### src/rtl/watch_set_ctrl_if.sv
// Front-panel key inputs, 1 Hz tick and the mode/set outputs of the watch set controller.
// The master side drives keys and ticks; the slave side is the controller.
interface watch_set_ctrl_if;
  logic one_second;
  logic key_mode;
  logic key_adjust;
  logic state;
  logic minute_set;
  logic hour_set;
  logic blink_minute;
  logic blink_hour;

  modport master (
    output one_second, key_mode, key_adjust,
    input  state, minute_set, hour_set, blink_minute, blink_hour
  );

  modport slave (
    input  one_second, key_mode, key_adjust,
    output state, minute_set, hour_set, blink_minute, blink_hour
  );
endinterface

### src/rtl/watch_set_ctrl.sv
// Watch mode/set sequencer: MODE steps Timer -> Set hour -> Set minute, ADJUST issues
// increment pulses with press-and-hold auto-repeat, idle timeout and field blink.
//
// state    | meaning
// ---------+---------------------------------------------
// TIMER    | time runs, no adjust pulses, no blinking
// SET_HOUR | ADJUST pulses hour_set, hour digits blink
// SET_MIN  | ADJUST pulses minute_set, minute digits blink
module watch_set_ctrl #(
  parameter logic [23:0] REPEAT_DLY  = 24'd12_000_000,
  parameter logic [23:0] REPEAT_PER  = 24'd3_000_000,
  parameter logic [5:0]  TIMEOUT_SEC = 6'd30
) (
  input logic             clock,
  input logic             reset,
  watch_set_ctrl_if.slave bus
);

  localparam logic [1:0] TIMER    = 2'd0;
  localparam logic [1:0] SET_HOUR = 2'd1;
  localparam logic [1:0] SET_MIN  = 2'd2;

  logic [1:0]  fsm;
  logic [1:0]  fsm_next;
  logic        key_mode_d;
  logic        key_adjust_d;
  logic        mode_rise;
  logic        adj_rise;
  logic        in_set;
  logic        fire;
  logic        activity;
  logic        timeout;
  logic [23:0] rep_cnt;
  logic        rep_active;
  logic [24:0] rep_inc;
  logic [23:0] rep_thr;
  logic        rep_hit;
  logic [5:0]  idle_cnt;
  logic [6:0]  idle_inc;
  logic        phase;
  logic        state_q;
  logic        minute_q;
  logic        hour_q;

  assign mode_rise = bus.key_mode & ~key_mode_d;
  assign adj_rise  = bus.key_adjust & ~key_adjust_d;
  assign in_set    = (fsm == SET_HOUR) | (fsm == SET_MIN);

  // first repeat waits REPEAT_DLY, later ones REPEAT_PER; >= keeps a stale count from stalling
  assign rep_inc  = {1'b0, rep_cnt} + 25'd1;
  assign rep_thr  = rep_active ? REPEAT_PER : REPEAT_DLY;
  assign rep_hit  = bus.key_adjust & (rep_inc >= {1'b0, rep_thr});
  assign fire     = in_set & ~mode_rise & (adj_rise | rep_hit);
  assign activity = mode_rise | adj_rise | fire;

  assign idle_inc = {1'b0, idle_cnt} + 7'd1;
  assign timeout  = in_set & bus.one_second & ~activity & (idle_inc >= {1'b0, TIMEOUT_SEC});

  always_comb begin
    fsm_next = fsm;
    if (mode_rise) begin
      case (fsm)
        TIMER:    fsm_next = SET_HOUR;
        SET_HOUR: fsm_next = SET_MIN;
        default:  fsm_next = TIMER;
      endcase
    end else if (timeout || !in_set) begin
      fsm_next = TIMER;
    end
  end

  always_ff @(posedge clock) begin
    if (reset) begin
      fsm          <= TIMER;
      key_mode_d   <= 1'b1;
      key_adjust_d <= 1'b1;
      rep_cnt      <= '0;
      rep_active   <= 1'b0;
      idle_cnt     <= '0;
      phase        <= 1'b0;
      state_q      <= 1'b1;
      minute_q     <= 1'b0;
      hour_q       <= 1'b0;
    end else begin
      fsm          <= fsm_next;
      key_mode_d   <= bus.key_mode;
      key_adjust_d <= bus.key_adjust;
      state_q      <= (fsm_next == TIMER);
      hour_q       <= fire & (fsm == SET_HOUR);
      minute_q     <= fire & (fsm == SET_MIN);

      if (!in_set || mode_rise || !bus.key_adjust) begin
        rep_cnt    <= '0;
        rep_active <= 1'b0;
      end else if (rep_hit) begin
        rep_cnt    <= '0;
        rep_active <= 1'b1;
      end else if (rep_cnt != '1) begin
        rep_cnt <= rep_inc[23:0];
      end

      if ((fsm_next == TIMER) || activity) begin
        idle_cnt <= '0;
      end else if (bus.one_second && (idle_cnt < TIMEOUT_SEC)) begin
        idle_cnt <= idle_inc[5:0];
      end

      // every entry into a Set state starts with the digits visible
      if ((fsm_next == TIMER) || mode_rise) begin
        phase <= 1'b0;
      end else if (bus.one_second) begin
        phase <= ~phase;
      end
    end
  end

  assign bus.state        = state_q;
  assign bus.minute_set   = minute_q;
  assign bus.hour_set     = hour_q;
  assign bus.blink_hour   = phase & (fsm == SET_HOUR);
  assign bus.blink_minute = phase & (fsm == SET_MIN);

endmodule

### src/flat_wrapper.sv
// flat-port wrapper written by rule: the top's interface ports become plain ports
module watch_set_ctrl_flat 
#(
  parameter logic [23:0] REPEAT_DLY  = 24'd12_000_000,
  parameter logic [23:0] REPEAT_PER  = 24'd3_000_000,
  parameter logic [5:0]  TIMEOUT_SEC = 6'd30
)
  (clock, reset, bus_one_second, bus_key_mode, bus_key_adjust, bus_state, bus_minute_set, bus_hour_set, bus_blink_minute, bus_blink_hour);
  watch_set_ctrl_if bus_i ();
  input logic clock;
  input logic reset;
  input wire logic [$bits(bus_i.one_second)-1:0] bus_one_second;
  input wire logic [$bits(bus_i.key_mode)-1:0] bus_key_mode;
  input wire logic [$bits(bus_i.key_adjust)-1:0] bus_key_adjust;
  output wire logic [$bits(bus_i.state)-1:0] bus_state;
  output wire logic [$bits(bus_i.minute_set)-1:0] bus_minute_set;
  output wire logic [$bits(bus_i.hour_set)-1:0] bus_hour_set;
  output wire logic [$bits(bus_i.blink_minute)-1:0] bus_blink_minute;
  output wire logic [$bits(bus_i.blink_hour)-1:0] bus_blink_hour;
  assign bus_i.one_second = bus_one_second;
  assign bus_i.key_mode = bus_key_mode;
  assign bus_i.key_adjust = bus_key_adjust;
  assign bus_state = bus_i.state;
  assign bus_minute_set = bus_i.minute_set;
  assign bus_hour_set = bus_i.hour_set;
  assign bus_blink_minute = bus_i.blink_minute;
  assign bus_blink_hour = bus_i.blink_hour;
  watch_set_ctrl #(.REPEAT_DLY(REPEAT_DLY), .REPEAT_PER(REPEAT_PER), .TIMEOUT_SEC(TIMEOUT_SEC)) u_core (.clock(clock), .reset(reset), .bus(bus_i));
endmodule
### config.mk
export PLATFORM = sky130hd
export DESIGN_NAME = watch_set_ctrl_flat
export DESIGN_NICKNAME = d
export VERILOG_FILES = /design/src/rtl/watch_set_ctrl_if.sv /design/src/rtl/watch_set_ctrl.sv /design/src/flat_wrapper.sv
export SDC_FILE = /design/constraint.sdc
export NUM_CORES = 1
export LEC_CHECK = 0
export BUFFER_PORTS_ARGS = -buffer_cell sky130_fd_sc_hd__buf_2
export CAP_MARGIN = 20
export CORE_MARGIN = 10
export CORE_UTILIZATION = 50
export CTS_CLUSTER_SIZE = 40
export DETAILED_ROUTE_END_ITERATION = 12
export GPL_TIMING_DRIVEN = 1
export MAX_ROUTING_LAYER = met4
export PLACE_DENSITY = 0.67
export SLEW_MARGIN = 20
export SYNTH_ARGS = -nofsm -noshare
export SYNTH_HDL_FRONTEND = slang
export SYNTH_SLANG_ARGS = --single-unit
### constraint.sdc
create_clock -name clock -period 4.53 [get_ports clock]
set_input_delay 0.2265 -clock clock [delete_from_list [all_inputs] [get_ports clock]]
set_output_delay 0.2265 -clock clock [all_outputs]
set_load 0.03 [all_outputs]
==> impl_metrics.env <==
export IMPL_drt_first_pass_iters=4
export IMPL_synth_top_cell_area_share=0.311
export IMPL_hp_class="primary input to register"
export IMPL_nFillCells=460
export IMPL_ys_ff_latch=39
export IMPL_vias=1980
export IMPL_synthMuxAreaShare=0.0284
export IMPL_overflow=0
export IMPL_rsz0062_at_grt="no"
export IMPL_grt_pass1_vias=1928
export IMPL_ys_flop_type="dfxtp_1"
export IMPL_syn_instance_count=284
export IMPL_clk_latency_ps=290
export IMPL_final_cell_count_no_fill=362
export IMPL_setup_violations=0
export IMPL_dpl_cell_count=354
export IMPL_worstSetupStartpointType="register"
export IMPL_core_area_sq_um=4790
export IMPL_synth_edf_count=0
export IMPL_cts_resized=0
export IMPL_min_path_cells=2
export IMPL_root_buffer="clkbuf_8"
export IMPL_layout_min_cycle_time_ps=3980
export IMPL_postSynthAreaPerCell_sq_um=8.85
export IMPL_layout_drive_gt1_share=0.136
export IMPL_drc=0
export IMPL_cts_buffers=5
export IMPL_track_usage=0.126
export IMPL_path_max_fanout=24
export IMPL_synth_net_count=308
export IMPL_synth_compound_area_frac=0.157
export IMPL_power_density_nw_per_um2=218
export IMPL_die_area_sq_um=8260
export IMPL_arrival_ps=4150
export IMPL_antennaDiodeCount=0
export IMPL_fin_worst_skew_ps=5.73
export IMPL_peakVddDrop_uv=109
export IMPL_routed_wl_um=4720
export IMPL_fin_tns_setup_ps=0
export IMPL_r2r_end="u_core.rep_cnt[22]"
export IMPL_place_congestion=0.823
export IMPL_rr_worst_depth=15
export IMPL_slew_headroom=0.634
export IMPL_finalHoldViolations=0
export IMPL_r2r_start="u_core.rep_cnt[0]"
export IMPL_drv_slew=0
export IMPL_grt_first_pass_wirelength_um=8780
export IMPL_io_pin_count=10
export IMPL_cts_tree="built"
export IMPL_synth_largest_area_cell="dfxtp_1"
export IMPL_dpl_hpwl_um=3560
export IMPL_seqCellArea_sq_um=781
export IMPL_synth_area_top_cells="dfxtp_1 (31%), ha_1 (9.5%), xnor2_1 (6.3%)"
export IMPL_synth_yosys_warnings=0
export IMPL_cts_hold_buf=0
export IMPL_cts_setup_buffers=0
export IMPL_critical_path_class="register to register"
export IMPL_initial_core_util=0.525
export IMPL_fin_area_sq_um=2680
export IMPL_synthAdderAreaFrac=0.0946
export IMPL_portBuffers=9
export IMPL_syn_to_final_growth_pct=6.52
export IMPL_synth_cell_types=53
export IMPL_cts_num_sinks=39
export IMPL_multiInputGateArea_sq_um=1590
export IMPL_die_y_um=90.9
export IMPL_dr_first_iter_drc_count=68
export IMPL_worst_slack_ps=549
export IMPL_p_leak_nw=1.05
export IMPL_synth_area_sq_um=2510
export IMPL_ys_async_sr_fraction=0
export IMPL_antenna_found_initial=0
export IMPL_cts_clk_slew_worst_paths_ps=70
export IMPL_cap_violations=0
export IMPL_dpl_cell_area_sq_um=2600
export IMPL_fmax_ghz=0.251
export IMPL_grt_max_degree=25
export IMPL_die_x_um=90.9
export IMPL_crit_path_end_kind="register"
export IMPL_htreeDepth=2
export IMPL_via_per_inst=5.47
export IMPL_synth_top_family_by_area="simple AND/OR/NAND/NOR gates"
export IMPL_post_route_period_util=0.879
export IMPL_wire_per_inst_um=13.0
export IMPL_rows=25
export IMPL_worstHoldStart="bus_key_mode"
export IMPL_cts_buffer_depth=2
export IMPL_synthXorXnorAreaFrac=0.101
export IMPL_outcome="complete, no violations"
export IMPL_pre_cts_ws_ps=569
export IMPL_yosysSeqAreaShare=0.311
export IMPL_post_route_util=0.559
export IMPL_r2r_slack_ps=550
export IMPL_worstMarginPinSlew_ps=546
export IMPL_ant_nets=0
export IMPL_yosys_area_share_simple=0.252
export IMPL_min_to="u_core.key_mode_d"
export IMPL_crit_required_ps=4700
export IMPL_fin_nets=318
worst max path at each step:
stage                       from                 end  slack [ps]  depth (start not counted)
2_1_floorplan  u_core.rep_cnt[0]  u_core.rep_cnt[10]         960                         16
3_3_place_gp   u_core.rep_cnt[0]  u_core.rep_cnt[22]         710                         15
3_5_place_dp   u_core.rep_cnt[0]  u_core.rep_cnt[22]         570                         15
4_1_cts        u_core.rep_cnt[0]  u_core.rep_cnt[22]         550                         15
5_1_grt        u_core.rep_cnt[0]  u_core.rep_cnt[22]         220                         15
6_report       u_core.rep_cnt[0]  u_core.rep_cnt[22]         550                         15
kinds of logic (layout without fill, tap and decap cells):
logic type,Yosys count,in the layout
flops,39,39
mux,6,6
simple gates,104,104
buf+inv,29,40
fa+ha+maj,19,19
compound gates,58,58
xor+xnor,29,29
synthesized netlist by cell type, types with 6 or more instances:
| cell type | n |
|---|---|
| nand2_1 | 16 |
| inv_1 | 21 |
| and3_1 | 6 |
| o21ai_0 | 8 |
| dfxtp_1 | 39 |
| xor2_1 | 11 |
| a21oi_1 | 24 |
| nor3_1 | 6 |
| xnor2_1 | 18 |
| nand4_1 | 12 |
| ha_1 | 19 |
| nor2_1 | 20 |
| nand3_1 | 11 |
report_power, final:
group / total (mW) / switching (mW) / internal (mW)
sequential: 0.345 / 0.00103 / 0.344
clock: 0.222 / 0.114 / 0.108
combinational: 0.0164 / 0.00983 / 0.00659
critical path: stages, from the launching register on:
cell     delay [ps]
dfxtp_1         450
ha_1            260
nand3_1         210
or4_2           700
nor2_1          160
xnor2_1         160
inv_1            60
ha_1            330
and4_1          240
nand3_1          80
mux2i_1         180
o21ai_0         130
o21a_1          240
a31o_2          290
nand3_4         270
nor3_1          100
state kept, by name, indices dropped and copies added, names as in the netlist:
signal,count
u_core.idle_cnt,6
u_core.bus.minute_set,1
u_core.phase,1
u_core.key_mode_d,1
u_core.bus.state,1
u_core.fsm,2
u_core.bus.hour_set,1
u_core.rep_active,1
u_core.key_adjust_d,1
u_core.rep_cnt,24
cell type report:
| type | count | area share |
|---|---|---|
| Multi-Input combinational cell | 216 | 0.595 |
| Sequential cell | 39 | 0.292 |
| Tap cell | 67 | 0.0313 |
| Inverter | 21 | 0.0294 |
| Clock buffer | 7 | 0.0285 |
| Timing Repair Buffer | 11 | 0.0224 |
| Clock inverter | 1 | 0.00187 |
metal layers:
metal  vias to the layer above  global-route usage  part of all wire
met5                         -                   -                 0
met4                         0              0.0352             0.014
met3                         6              0.0308             0.030
met2                        26               0.189              0.45
met1                       913               0.164              0.50
li1                       1035                   -                 -
cells in the final DEF (no fill, tap or decap), drive strengths merged, types with 3 or more instances in the layout:
master and count:
inv 21, nand4 13, mux2i 3, nand4b 3, o21a 4, nor4 5
a211oi 6, nor2 20, xnor2 18, and3 8, nand2 16, and2 5
buf 11, ha 19, and2b 3, nand2b 3, dfxtp 39, o21ai 8
xor2 11, nor3 6, a21oi 26, clkbuf 7, nand3 13, mux2 3
a31oi 4
through the flow:
stage | hold slack (ps) | total power [mW]
finish | 162 | 0.584
global route | 166 | 0.610
CTS | 152 | 0.593
detailed placement | 453 | 0.370
global placement | 446 | 0.369
floorplan | 330 | 0.365
(Power assumes the default switching activity.)
